## src/rtl/l2_way_array_pkg.sv

```systemverilog
// rtl/l2_way_array_pkg.sv - shared state type and even-parity helper for the L2 way array
package l2_way_array_pkg;

    typedef enum logic {ARR_INIT, ARR_RUN} l2arr_state_e;

    // Widest entry the parity helper covers; callers zero-extend into this width
    localparam int PAR_MAX_W = 64;

    function automatic logic even_par(input logic [PAR_MAX_W-1:0] data, input int width);
        logic p;
        p = 1'b0;
        for (int i = 0; i < PAR_MAX_W; i++) begin
            if (i < width) begin
                p = p ^ data[i];
            end
        end
        return p;
    endfunction

endpackage

```

## src/rtl/l2_way_array_if.sv

```systemverilog
// rtl/l2_way_array_if.sv - write/read/flush bus of the L2 way array
interface l2_way_array_if #(
    parameter int DWTH = 18,
    parameter int AWTH = 3,
    parameter int NWAY = 4
);
    logic                   flush_i;
    logic                   init_busy_o;
    logic                   wen_i;
    logic [NWAY-1:0]        wway_i;
    logic [AWTH-1:0]        waddr_i;
    logic [DWTH-1:0]        wdata_i;
    logic                   ren_i;
    logic [AWTH-1:0]        raddr_i;
    logic                   rvld_o;
    logic [NWAY*DWTH-1:0]   rdata_o;
    logic [NWAY-1:0]        perr_o;

    modport master (
        output flush_i, wen_i, wway_i, waddr_i, wdata_i, ren_i, raddr_i,
        input  init_busy_o, rvld_o, rdata_o, perr_o
    );

    modport slave (
        input  flush_i, wen_i, wway_i, waddr_i, wdata_i, ren_i, raddr_i,
        output init_busy_o, rvld_o, rdata_o, perr_o
    );
endinterface

```

## src/rtl/l2_way_array_way.sv

```systemverilog
// rtl/l2_way_array_way.sv - one way: storage, write port, read mux, parity bit under L2_ARRAY_PARITY_EN
module l2_way_array_way
    import l2_way_array_pkg::*;
#(
    parameter int              DWTH     = 18,
    parameter int              AWTH     = 3,
    parameter int              DEPTH    = 8,
    parameter logic [DWTH-1:0] INIT_VAL = {1'b1, {(DWTH-1){1'b0}}}
) (
    input  logic            clk,
    input  logic            we,
    input  logic [AWTH-1:0] waddr,
    input  logic [DWTH-1:0] wdata,
    input  logic [AWTH-1:0] raddr,
    output logic [DWTH-1:0] rdata,
    output logic            rperr
);

    localparam int            IW      = (DEPTH > 1) ? $clog2(DEPTH) : 1;
    localparam logic [AWTH:0] DEPTH_W = (AWTH+1)'(DEPTH);

    logic [DWTH-1:0] mem [DEPTH];
    logic            wr_ok;
    logic            rd_ok;

    // Addresses past the last entry are dropped on write and read back as INIT_VAL
    assign wr_ok = we && ({1'b0, waddr} < DEPTH_W);
    assign rd_ok = {1'b0, raddr} < DEPTH_W;

    // Data write port
    always_ff @(posedge clk) begin
        if (wr_ok) begin
            mem[waddr[IW-1:0]] <= wdata;
        end
    end

    assign rdata = rd_ok ? mem[raddr[IW-1:0]] : INIT_VAL;

`ifdef L2_ARRAY_PARITY_EN
    logic par_mem [DEPTH];

    // Parity bit follows every data write, init sweep included
    always_ff @(posedge clk) begin
        if (wr_ok) begin
            par_mem[waddr[IW-1:0]] <= even_par(PAR_MAX_W'(wdata), DWTH);
        end
    end

    assign rperr = rd_ok ? (even_par(PAR_MAX_W'(rdata), DWTH) ^ par_mem[raddr[IW-1:0]]) : 1'b0;
`else
    assign rperr = 1'b0;
`endif

endmodule

```

## src/rtl/l2_way_array.sv

```systemverilog
// rtl/l2_way_array.sv - L2 tag/state way array: init sweep FSM, write-first bypass, read port (L2_ARRAY_PARITY_EN adds parity)
module l2_way_array
    import l2_way_array_pkg::*;
#(
    parameter int              DWTH     = 18,
    parameter int              AWTH     = 3,
    parameter int              DEPTH    = 8,
    parameter int              NWAY     = 4,
    parameter int              RLAT     = 1,
    parameter logic [DWTH-1:0] INIT_VAL = {1'b1, {(DWTH-1){1'b0}}}
) (
    input  logic          clk_i,
    input  logic          rst_i,
    l2_way_array_if.slave bus
);

    localparam logic [AWTH:0]   DEPTH_W  = (AWTH+1)'(DEPTH);
    localparam logic [AWTH-1:0] LAST_PTR = AWTH'(DEPTH - 1);

    l2arr_state_e         state;
    l2arr_state_e         state_nxt;
    logic [AWTH-1:0]      ptr;
    logic [AWTH-1:0]      ptr_nxt;

    logic                 arr_we;
    logic [NWAY-1:0]      arr_wmask;
    logic [AWTH-1:0]      arr_waddr;
    logic [DWTH-1:0]      arr_wdata;
    logic                 rd_act;

    logic [NWAY*DWTH-1:0] way_rdata;
    logic [NWAY-1:0]      way_perr;
    logic [NWAY*DWTH-1:0] rd_data;
    logic [NWAY-1:0]      rd_perr;
    logic                 bypass_hit;

    // State and sweep pointer register
    always_ff @(posedge clk_i) begin
        if (rst_i) begin
            state <= ARR_INIT;
            ptr   <= '0;
        end else begin
            state <= state_nxt;
            ptr   <= ptr_nxt;
        end
    end

    // Next state, sweep pointer and steering of the shared array write port
    always_comb begin
        state_nxt = state;
        ptr_nxt   = ptr;
        arr_we    = 1'b0;
        arr_wmask = bus.wway_i;
        arr_waddr = bus.waddr_i;
        arr_wdata = bus.wdata_i;
        rd_act    = 1'b0;
        case (state)
            ARR_INIT: begin
                arr_we    = 1'b1;
                arr_wmask = '1;
                arr_waddr = ptr;
                arr_wdata = INIT_VAL;
                if (ptr == LAST_PTR) begin
                    state_nxt = ARR_RUN;
                    ptr_nxt   = '0;
                end else begin
                    ptr_nxt = ptr + AWTH'(1);
                end
            end
            ARR_RUN: begin
                arr_we = bus.wen_i;
                rd_act = bus.ren_i;
                if (bus.flush_i) begin
                    state_nxt = ARR_INIT;
                    ptr_nxt   = '0;
                end
            end
            default: begin
                state_nxt = ARR_INIT;
                ptr_nxt   = '0;
            end
        endcase
    end

    assign bus.init_busy_o = (state == ARR_INIT);

    for (genvar w = 0; w < NWAY; w++) begin : g_way
        l2_way_array_way #(
            .DWTH     (DWTH),
            .AWTH     (AWTH),
            .DEPTH    (DEPTH),
            .INIT_VAL (INIT_VAL)
        ) u_way (
            .clk   (clk_i),
            .we    (arr_we & arr_wmask[w]),
            .waddr (arr_waddr),
            .wdata (arr_wdata),
            .raddr (bus.raddr_i),
            .rdata (way_rdata[w*DWTH +: DWTH]),
            .rperr (way_perr[w])
        );
    end

    // Out-of-range addresses never hit: the write is dropped and the read returns INIT_VAL
    assign bypass_hit = bus.wen_i && (bus.waddr_i == bus.raddr_i) &&
                        ({1'b0, bus.raddr_i} < DEPTH_W);

    // Write-first merge: masked ways return the incoming data with clean parity
    always_comb begin
        rd_data = way_rdata;
        rd_perr = way_perr;
        for (int w = 0; w < NWAY; w++) begin
            if (bypass_hit && bus.wway_i[w]) begin
                rd_data[w*DWTH +: DWTH] = bus.wdata_i;
                rd_perr[w]              = 1'b0;
            end
        end
    end

    if (RLAT == 0) begin : g_rd_comb
        assign bus.rvld_o  = rd_act;
        assign bus.rdata_o = rd_act ? rd_data : '0;
        assign bus.perr_o  = rd_act ? rd_perr : '0;
    end else begin : g_rd_reg
        logic                 rvld_q;
        logic [NWAY*DWTH-1:0] rdata_q;
        logic [NWAY-1:0]      perr_q;

        // One-cycle read pipeline; data holds its last value between reads
        always_ff @(posedge clk_i) begin
            if (rst_i) begin
                rvld_q  <= 1'b0;
                rdata_q <= '0;
                perr_q  <= '0;
            end else begin
                rvld_q <= rd_act;
                if (rd_act) begin
                    rdata_q <= rd_data;
                    perr_q  <= rd_perr;
                end
            end
        end

        assign bus.rvld_o  = rvld_q;
        assign bus.rdata_o = rdata_q;
        assign bus.perr_o  = rvld_q ? perr_q : '0;
    end

endmodule

```

## src/flat_wrapper.sv

```systemverilog
// flat-port wrapper written by rule: the top's interface ports become plain ports
module l2_way_array_flat import l2_way_array_pkg::*;
#(
    parameter int              DWTH     = 18,
    parameter int              AWTH     = 3,
    parameter int              DEPTH    = 8,
    parameter int              NWAY     = 4,
    parameter int              RLAT     = 1,
    parameter logic [DWTH-1:0] INIT_VAL = {1'b1, {(DWTH-1){1'b0}}}
)
  (clk_i, rst_i, bus_flush_i, bus_wen_i, bus_wway_i, bus_waddr_i, bus_wdata_i, bus_ren_i, bus_raddr_i, bus_init_busy_o, bus_rvld_o, bus_rdata_o, bus_perr_o);
  l2_way_array_if #(.DWTH(DWTH), .AWTH(AWTH), .NWAY(NWAY)) bus_i ();
  input  logic clk_i;
  input  logic rst_i;
  input wire logic [$bits(bus_i.flush_i)-1:0] bus_flush_i;
  input wire logic [$bits(bus_i.wen_i)-1:0] bus_wen_i;
  input wire logic [$bits(bus_i.wway_i)-1:0] bus_wway_i;
  input wire logic [$bits(bus_i.waddr_i)-1:0] bus_waddr_i;
  input wire logic [$bits(bus_i.wdata_i)-1:0] bus_wdata_i;
  input wire logic [$bits(bus_i.ren_i)-1:0] bus_ren_i;
  input wire logic [$bits(bus_i.raddr_i)-1:0] bus_raddr_i;
  output wire logic [$bits(bus_i.init_busy_o)-1:0] bus_init_busy_o;
  output wire logic [$bits(bus_i.rvld_o)-1:0] bus_rvld_o;
  output wire logic [$bits(bus_i.rdata_o)-1:0] bus_rdata_o;
  output wire logic [$bits(bus_i.perr_o)-1:0] bus_perr_o;
  assign bus_i.flush_i = bus_flush_i;
  assign bus_i.wen_i = bus_wen_i;
  assign bus_i.wway_i = bus_wway_i;
  assign bus_i.waddr_i = bus_waddr_i;
  assign bus_i.wdata_i = bus_wdata_i;
  assign bus_i.ren_i = bus_ren_i;
  assign bus_i.raddr_i = bus_raddr_i;
  assign bus_init_busy_o = bus_i.init_busy_o;
  assign bus_rvld_o = bus_i.rvld_o;
  assign bus_rdata_o = bus_i.rdata_o;
  assign bus_perr_o = bus_i.perr_o;
  l2_way_array #(.DWTH(DWTH), .AWTH(AWTH), .DEPTH(DEPTH), .NWAY(NWAY), .RLAT(RLAT), .INIT_VAL(INIT_VAL)) u_core (.clk_i(clk_i), .rst_i(rst_i), .bus(bus_i));
endmodule
```

## config.mk

```make
export PLATFORM = sky130hd
export DESIGN_NAME = l2_way_array_flat
export DESIGN_NICKNAME = d
export VERILOG_FILES = /design/src/rtl/l2_way_array_pkg.sv /design/src/rtl/l2_way_array_if.sv /design/src/rtl/l2_way_array_way.sv /design/src/rtl/l2_way_array.sv /design/src/flat_wrapper.sv
export SDC_FILE = /design/constraint.sdc
export NUM_CORES = 1
export LEC_CHECK = 0
export BUFFER_PORTS_ARGS = -buffer_cell sky130_fd_sc_hd__buf_2
export CORE_MARGIN = 2
export CORE_UTILIZATION = 25
export CTS_BUF_LIST = sky130_fd_sc_hd__clkbuf_8
export CTS_CLUSTER_DIAMETER = 60
export DETAILED_ROUTE_END_ITERATION = 8
export GPL_TIMING_DRIVEN = 0
export PLACE_DENSITY = 0.48
export SKIP_LAST_GASP = 1
export SLEW_MARGIN = 40
export SYNTH_ARGS = -nofsm -noshare
export SYNTH_HDL_FRONTEND = slang
export SYNTH_SLANG_ARGS = --single-unit
```

## constraint.sdc

```tcl
create_clock -name clk_i -period 3.3 [get_ports clk_i]
set_input_delay 0.165 -clock clk_i [delete_from_list [all_inputs] [get_ports clk_i]]
set_output_delay 0.165 -clock clk_i [all_outputs]
set_load 0.005 [all_outputs]
```

==> run_results.csv <==
group,metric,value,unit
yosys,synth_cell_types,38,
floorplanning,die_h,322,um
route,vias,15300,
route,drt_iter0_drc,1588,
clock_tree,clock-sinks,653,
clock_tree,clk_pin_slew,70,ps
pwr,p_clk_share,36.7,%
placed_design,dp_hpwl,58100,um
setup_path,crit_arrival,3590,ps
timing,fin_ws,345,ps
pwr,switchingPower,4270,uW
layout,final_cells,3240,
pwr,leakage,0.0107,uW
global_routing,grt_max_degree,33,
setup_path,path_cells,"buf_4 -> inv_2 -> a21oi_4 -> or4_1 -> clkbuf_1 -> buf_2 -> nand4_1 -> nand3_1",
route,postRouteAntennaNets,0,
setup_path,rrSetupSlack,350,ps
timing,fmax,0.338,GHz
global_routing,grtUsageTotal,16.1,%
placed_design,placed_cells,3034,
layout,final_common_cell,"edfxtp_1",
yosys,ys_seq_elements,653,
placed_design,preCtsSetupSlack,48.4,ps
floorplanning,die_w,322,um
setup_path,crit_family,"buffers and inverters",
timing,skew,43.0,ps
clock_tree,cts-buffers-inserted,100,
setup_path,rr_endpoint,"u_core.bus.rdata_o[18]",
pwr,p_per_area,562,nW/um2
timing,hold_viol_final,0,
min_path,worstHoldPathCells,3,
route,drt-total-wl,84900,um
setup_path,crit_type,"reg2reg",
clock_tree,root_buffer,"clkbuf_8",
route,routedWlPerCell,26.2,um
layout,drive_gt1_share,26.6,%
pwr,combPwrFrac,9.0,%
timing,min_period,2950,ps
pwr,sw_frac_of_total,24.7,%
layout,area_growth,21.5,%
placed_design,io_buffers,104,
yosys,netlist_instances,1534,
clock_tree,htreeDepth,3,
yosys,synth_edf_count,576,
setup_path,endpoint_kind,"register",
run,cap_viol_max_count,0,
clock_tree,cts_tree,"built",
setup_path,slowest_stage,"a21oi_4",
layout,layout_common_cells,"edfxtp_1 (576), mux2i_1 (204), buf_2 (134)",
timing,worst_pin_slew,905,ps
route,drc,0,
yosys,syn_area,25300,um2
timing,fin_crit_sh,89.5,%
setup_path,critPathBufInv,4,
setup_path,worstReg2RegStart,"u_core.state",
floorplanning,start_util,25.3,%
min_path,min_path_type,"in2reg",
outcome,run_status,"finished clean",
placed_design,gp_congestion,0.846,
global_routing,overflow,0,
timing,relSlewSlack,39.7,%
yosys,ys_warn_count,0,
route,vias_per_cell,4.72,
setup_path,cp.required,3940,ps
timing,rsz0062_at_grt,"no",
route,firstDrtPassIters,7,
yosys,synth_ff_type,"edfxtp_1",
yosys,yosysSeqAreaShare,74.3,%
setup_path,cp-start-kind,"register",
clock_tree,clockBufferDepth,3,
timing,tns,0,ps
clock_tree,postCtsSetupRepairBufs,0,
yosys,async_flop_share,0,%
global_routing,antenna_found_initial,4,
pwr,p_int,13000,uW
setup_path,r2r_cells,8,
clock_tree,clk_latency,710,ps
floorplanning,rows,116,
global_routing,grt_pass1_vias,15400,
pwr,power_frac_seq,54.3,%
layout,finalNetCount,1832,
setup_path,slowest_delay,580,ps
floorplanning,ioPinCount,111,
min_path,whs_endpoint,"u_core.bus.rdata_o[12]",
min_path,min_from,"bus_wdata_i[12]",
floorplanning,coreArea,100000,um2
setup_path,cp_max_fo,10,
pwr,ir_drop,0.000240,V
global_routing,grt_pass1_wl,118000,um
timing,setup_viol,0,
timing,drv_slew,0,
yosys,syn-mean-instance-area,16.5,um2
floorplanning,die-area,104000,um2
==> state kept, by name, summed over array words and instances (netlist names) <==
signal	flops
u_core.state	1
u_core.bus.rvld_o	1
u_core.bus.rdata_o	72
u_core.g_way.u_way.mem	576
u_core.ptr	3
==> what timing repair did <==
| item | in CTS | in global routing |
|---|---|---|
| gates resized for setup | 0 | 0 |
| hold endpoints to repair | 43 | 0 |
| hold buffers | 18 | 0 |
==> final cells by class <==
cell class | count | area (um2)
Clock inverter | 81 | 424
Sequential cell | 653 | 18800
Antenna cell | 2 | 5.00
Multi-Input combinational cell | 779 | 6350
Inverter | 3 | 11.3
Clock buffer | 105 | 1450
Tap cell | 1357 | 1700
Fill cell | 9798 | 69500
Timing Repair Buffer | 158 | 1520
Buffer | 102 | 500
==> worst max path at each step <==
| stage | startpoint | endpoint | slack (ps) | depth (start not counted) |
|---|---|---|---|---|
| 2_1_floorplan | u_core.state | u_core.g_way[1].u_way.mem[5][0] | 750 | 4 |
| 3_3_place_gp | u_core.state | u_core.g_way[2].u_way.mem[5][2] | -770 | 4 |
| 3_5_place_dp | bus_raddr_i[2] | u_core.bus.rdata_o[5] | 50 | 9 |
| 4_1_cts | u_core.state | u_core.bus.rdata_o[18] | 360 | 8 |
| 5_1_grt | u_core.state | u_core.bus.rdata_o[18] | 230 | 8 |
| 6_report | u_core.state | u_core.bus.rdata_o[18] | 350 | 8 |
==> worst min-delay path, cell delays in order <==
cell and delay (ps):
buf_2 110, nand2_1 330, o211ai_1 130
==> cells by family (layout without fill, tap and decap cells) <==
group	after synthesis	after routing	synth area share [%]
other cells	1	6	0.0148
buf+inv	105	449	1.93
fa+ha+maj	2	2	0.0987
mux	325	325	13.5
simple gates	231	231	4.16
xor+xnor	3	3	0.104
compound gates	214	214	5.87
flops	653	653	74.3
==> stage by stage <==
step / instance area [um2] / util (%) / hold WS, ps / power (uW)
final: 30800 / 30.7 / 74.0 / 17300
after global routing: 30800 / 30.7 / 54.4 / 17900
after CTS: 30800 / 30.7 / 2.75 / 17400
after detailed placement: 28700 / 28.6 / 391 / 11100
after global placement: 27600 / 27.5 / 371 / 10900
after floorplan: 25400 / - / 234 / 10300
==> Yosys cell counts, types with 6 or more instances <==
cell | n | area [um2]
mux2_2 | 119 | 1340
buf_1 | 10 | 37.5
a22oi_1 | 19 | 143
o22ai_1 | 59 | 369
edfxtp_1 | 576 | 17300
o211ai_1 | 28 | 210
o21ai_1 | 18 | 90.1
nand2_1 | 96 | 360
and2_1 | 19 | 119
nor2_1 | 37 | 139
a221oi_1 | 59 | 517
o21ai_0 | 15 | 75.1
nand3_1 | 50 | 250
buf_2 | 24 | 120
dfxtp_1 | 77 | 1540
clkbuf_1 | 57 | 214
nand4_1 | 13 | 81.3
mux2i_1 | 204 | 2040
buf_6 | 6 | 67.6
a21oi_1 | 14 | 70.1
==> layer usage <==
layer  track usage (%)  vias to the layer above  share of wire, %
li1                  -                     6588                 -
met1              20.6                     7926                41
met2              26.9                      635                48
met3              2.77                      154               7.0
met4              6.79                        4               3.6
met5                 0                        -             0.027
==> power by group through the flow <==
stage / Combinational (uW) / Sequential, uW / Clock, uW
after detailed placement: 1540 / 9570 / 0
final: 1550 / 9400 / 6360
after global placement: 1340 / 9580 / 0
after CTS: 1570 / 9400 / 6480
after floorplan: 768 / 9550 / 0
after global routing: 1630 / 9420 / 6810
(Power assumes the default switching activity.)
